<file path="src/rtl/ldmac_key_schedule.sv">
// LDMAC key schedule: latches a 128-bit master key and streams 32-bit round keys.
// Optional LDMAC_KS_REWIND_EN adds a rewind input that replays the last loaded key.
module ldmac_key_schedule #(
    parameter int NUM_ROUNDS = 16,
    parameter int CW         = 6
) (
    input  logic          clk,
    input  logic          rst_n,
    input  logic [127:0]  key_in,
    input  logic          key_load,
    output logic          key_ready,
    input  logic          abort,
`ifdef LDMAC_KS_REWIND_EN
    input  logic          rewind,
`endif
    output logic [31:0]   rk_out,
    output logic [CW-1:0] rk_idx,
    output logic          rk_valid,
    input  logic          rk_ready,
    output logic          done
);

    typedef enum logic {
        IDLE = 1'b0,
        RUN  = 1'b1
    } state_e;

    localparam logic [CW-1:0] LAST = CW'(NUM_ROUNDS - 1);

    state_e         state_q, state_d;
    logic [127:0]   s_q, s_d;
    logic [CW-1:0]  cnt_q, cnt_d;
    logic           done_q, done_d;
    logic [127:0]   u_s;

`ifdef LDMAC_KS_REWIND_EN
    logic [127:0]   shadow_q, shadow_d;
    logic           loaded_q, loaded_d;
`endif

    // Word shift down plus the two half-word rotations of s0 into s3
    always_comb begin
        u_s = {s_q[17:16], s_q[31:18], s_q[11:0], s_q[15:12], s_q[127:32]};
    end

    always_ff @(posedge clk or negedge rst_n) begin
        if (!rst_n) begin
            state_q <= IDLE;
        end else begin
            state_q <= state_d;
        end
    end

    always_comb begin
        state_d = state_q;
        s_d     = s_q;
        cnt_d   = cnt_q;
        done_d  = 1'b0;
        if (abort) begin
            state_d = IDLE;
            s_d     = '0;
            cnt_d   = '0;
        end else begin
            unique case (state_q)
                IDLE: begin
                    if (key_load) begin
                        s_d     = key_in;
                        cnt_d   = '0;
                        state_d = RUN;
                    end
`ifdef LDMAC_KS_REWIND_EN
                    else if (rewind && loaded_q) begin
                        s_d     = shadow_q;
                        cnt_d   = '0;
                        state_d = RUN;
                    end
`endif
                end
                RUN: begin
`ifdef LDMAC_KS_REWIND_EN
                    if (rewind) begin
                        s_d   = shadow_q;
                        cnt_d = '0;
                    end else
`endif
                    if (rk_ready) begin
                        if (cnt_q == LAST) begin
                            done_d  = 1'b1;
                            s_d     = '0;
                            cnt_d   = '0;
                            state_d = IDLE;
                        end else begin
                            s_d   = u_s;
                            cnt_d = cnt_q + 1'b1;
                        end
                    end
                end
            endcase
        end
    end

`ifdef LDMAC_KS_REWIND_EN
    always_comb begin
        shadow_d = shadow_q;
        loaded_d = loaded_q;
        if (!abort && state_q == IDLE && key_load) begin
            shadow_d = key_in;
            loaded_d = 1'b1;
        end
    end

    always_ff @(posedge clk or negedge rst_n) begin
        if (!rst_n) begin
            shadow_q <= '0;
            loaded_q <= 1'b0;
        end else begin
            shadow_q <= shadow_d;
            loaded_q <= loaded_d;
        end
    end
`endif

    always_ff @(posedge clk or negedge rst_n) begin
        if (!rst_n) begin
            s_q    <= '0;
            cnt_q  <= '0;
            done_q <= 1'b0;
        end else begin
            s_q    <= s_d;
            cnt_q  <= cnt_d;
            done_q <= done_d;
        end
    end

    always_comb begin
        key_ready = (state_q == IDLE);
        rk_valid  = (state_q == RUN);
        done      = done_q;
        rk_out    = s_q[31:0];
        rk_idx    = cnt_q;
    end

endmodule

</file>
<file path="config.mk">
export PLATFORM = sky130hd
export DESIGN_NAME = ldmac_key_schedule
export DESIGN_NICKNAME = d
export VERILOG_FILES = /design/src/rtl/ldmac_key_schedule.sv
export SDC_FILE = /design/constraint.sdc
export NUM_CORES = 1
export LEC_CHECK = 0
export CAP_MARGIN = 5
export CORE_MARGIN = 3
export CORE_UTILIZATION = 50
export DETAILED_ROUTE_END_ITERATION = 16
export MAX_ROUTING_LAYER = met4
export PLACE_DENSITY_LB_ADDON = 0.15
export SLEW_MARGIN = 20
export SYNTH_ARGS = -nofsm -noshare
export SYNTH_HDL_FRONTEND = slang
export SYNTH_SLANG_ARGS = --single-unit
</file>
<file path="constraint.sdc">
create_clock -name clk -period 2 [get_ports clk]
set_input_delay 0.4 -clock clk [delete_from_list [all_inputs] [get_ports clk]]
set_output_delay 0.4 -clock clk [all_outputs]
set_load 0.01 [all_outputs]
</file>
==> results.md, run 1 <==
- Final core utilization: 61.42%
- Nets: 1026
- Clk_lat worst skew: 420 ps
- Vias in the first global route: 6716
- # setup viols final: 0
- Max Cap Viol: 0
- Drc violations: 0
- Via count: 6689
- Clock sink total: 136
- Number of antenna-violating nets in the routed design: 0
- Pwr dens: 700.3 nW/um^2
- Final wirelength: 21550 um
- Synth Instances: 803
- Diode count: 0
- Worst setup margin: 57.07 ps
- Slowest cell on the critical path: clkdlybuf4s50_1
- WP buf/inv: 2
- Critical Path, Cell by Cell: inv_1 > clkdlybuf4s50_1
- Initial antenna violation count: 0
- Dpl ws: 246.9 ps
- Total CTS buffers: 17
- Internal power: 5.792 mW
- Row cnt: 49
- Yosys warns: 0
- Syn nets: 937
- CP Capture Type: output pin
- Total core area: 18330 um^2
- Layout area overhead: 18.04%
- Final hold viol count: 0
- Initial core utilization: a little over half
- Longest Clk Path Bufs: 2
- Setup repair after global routing missed its margin: false
- Final Max Slew Viols: 0
- Clock Power Share: between 40% and 50%
- Die height: 144.1 um
- Pin count of the biggest net entering global routing: 150
- Slew HR: about 36%
- H-tree levels: 4
- Placer's final routability congestion estimate: 0.8090
- # port buffers: 173
- Sequential share of power: 39.5%
- Hold Crit Class: input port to flop
- Drt pass-1 iters: 5
- Overall Global Routing Usage: a little over a fifth
- Fmax achieved: slightly above 500 MHz
- Gate power share: a little under a fifth
- Setup TNS: 0 ps
- Switching power: 2.093 mW
- Cell variety after synth: 41
- Non-filler cells, final: 1134
- Gr ovfl total: 0
- Kind of cell adding the most delay to the critical path: buffers and inverters
- Most frequent cells in the layout: clkdlybuf4s50_1, dfrtp_1, mux2i_1
- Mapped Area: 9538 um^2
- Synth Register Bits: 136
- Period utilization: 97.15%
- Post-synthesis sequential area ratio: 35.68%
- Status: completed
- Clock skew: roughly 7.8 ps
- Die ar.: 20770 um^2
- Post-layout min period: about 1900 ps
- DIE WIDTH: 144.1 um
- TritonCTS clock tree: built
- Placed insts: 1100
- Critical path arrival: 1540 ps
- Pleak: 4.457 nW
- Element type at the critical path start: flop
- Initial DRC Count: 390
- DR vias/cell: 5.899
- Clock root buffer: clkbuf_16
- Peak supply drop: just under 0.0006 V
- Post-DP HPWL: 13530 um
- Crit Path Class: flop to output pin
- Slowest stage delay, CP: approximately 540 ps
- Wire per inst: 19.00 um
- I/O Pins: 174
- Layout cells sized above 1: between 20% and 30%
- Sw Ratio: roughly a quarter
- First-pass GRT wire length: 34710 um
- Reg clk slew, reported paths: 60 ps
- Worst Path Max Fanout: 3
- Commonest non-fill, non-tap cell in the layout: clkdlybuf4s50_1
- Syn Area/Cell: approximately 12 um^2
- Worst-Margin Slew: 959.7 ps
- CP required: around 1600 ps
-- through the flow --
stage                     hold slack [ps]  cell area, um^2  power, mW
after floorplan                     104.4             9538      4.203
after global placement              331.4            10620      4.628
after detailed placement            330.6            10620      4.671
after CTS                           149.0            11260      7.974
after global routing                164.8            11260      8.217
final                               165.6            11260      7.884
-- sequential cells by signal, summed over array words and instances (netlist names) --
signal    cells
s_q         128
done          1
rk_idx        6
rk_valid      1
-- layer usage --
layer  wire length [um]  up-vias  GRT usage, %  part of all wire [%]
met1              10060     3318         29.24                    47
met4                298        0         5.798                   1.4
li1                   -     3185             -                     -
met3                969       22         3.604                   4.5
met5                  0        -             -                     0
met2              10220      164         33.27                    47
-- Yosys cell counts --
cell type,count,area (um^2)
o2bb2ai_1,27,236.5
and2b_2,1,8.760
buf_12,11,220.2
a21o_1,1,7.510
clkbuf_8,15,206.5
a22o_1,1,8.760
nand4b_1,1,8.760
ha_1,1,12.51
and2_2,1,7.510
nor3_4,1,16.27
nand4_1,1,6.260
o22a_1,61,534.3
o21ai_0,7,35.03
nor2_1,4,15.01
mux2i_1,128,1281
a31oi_1,2,12.51
nor2_4,1,11.26
buf_6,18,202.7
buf_2,18,90.09
o21ba_2,1,10.01
dlygate4sd1_1,11,96.34
inv_1,1,3.750
o2bb2ai_2,100,1501
and3_1,1,6.260
a21oi_1,4,20.02
nand3_2,1,10.01
dlymetal6s2s_1,7,87.58
nand2b_1,1,6.260
or3_1,1,6.260
clkbuf_1,4,15.01
nand2_2,1,6.260
a311oi_1,1,8.760
dfrtp_1,136,3403
buf_4,35,262.8
nand3b_1,1,7.510
nand3_1,2,10.01
and2_1,1,6.260
nand2_1,127,476.7
nor2b_4,1,13.76
o22a_2,65,650.6
o31ai_1,1,7.510
-- cells by family after synthesis --
family                   Yosys count  share of synthesized area [%]
adder cells (fa/ha/maj)            1                         0.1312
AND/OR/NAND/NOR                  147                          6.533
flip-flops                       136                          35.68
AO/OA/AOI/OAI                    271                          31.80
buffers and inverters            120                          12.42
multiplexers                     128                          13.43
-- what timing repair did --
action                                 CTS  global route
endpoints found under the hold margin   34             0
setup buffers                            1             0
hold buffers                             1             0
setup endpoints to repair                1             0
resized for setup                        0             0
-- power groups by stage --
| stage | Sequential [mW] | Combinational [mW] | Clock, mW |
|---|---|---|---|
| floorplan | 3.10 | 1.10 | 0 |
| global placement | 3.15 | 1.47 | 0 |
| detailed placement | 3.16 | 1.51 | 0 |
| CTS | 3.11 | 1.52 | 3.34 |
| global route | 3.14 | 1.63 | 3.45 |
| finish | 3.11 | 1.50 | 3.27 |
-- final cells by class --
class,count,area (um^2)
clock buffer,21,470.5
clock inverter,11,147.6
fill,1457,7073
inverter,1,3.754
multi-input combinational,547,4950
sequential,136,3407
tap,229,286.5
timing repair buffer,189,1993
-- path summary, 6_finish.rpt --
path | start | to | slack [ps] | depth (start not counted)
hold reg to reg | s_q[118]$_DFFE_PN0P_ | s_q[86]$_DFFE_PN0P_ | 510 | 1
max in group asynchronous | rst_n | rk_valid$_DFF_PN0_ | 940 | 3
setup reg to reg | rk_valid$_DFF_PN0_ | s_q[78]$_DFFE_PN0P_ | 200 | 6
hold / removal | abort | rk_idx[0]$_DFFE_PN0P_ | 170 | 2
setup / recovery | rk_valid$_DFF_PN0_ | key_ready | 60 | 2
min in group asynchronous | rst_n | s_q[114]$_DFFE_PN0P_ | 450 | 2
Note: power is estimated with default switching activity, not from simulation.
==> run 2, diff against run 1 <==
--- a/config.mk
+++ b/config.mk
@@ -8,6 +8,7 @@
 export CAP_MARGIN = 5
 export CORE_MARGIN = 3
 export CORE_UTILIZATION = 50
+export CTS_CLUSTER_SIZE = 8
 export DETAILED_ROUTE_END_ITERATION = 16
 export MAX_ROUTING_LAYER = met4
 export PLACE_DENSITY_LB_ADDON = 0.15
==> results of run 2 <==
The final DEF is identical to that of run 1; final timing and power are the same.
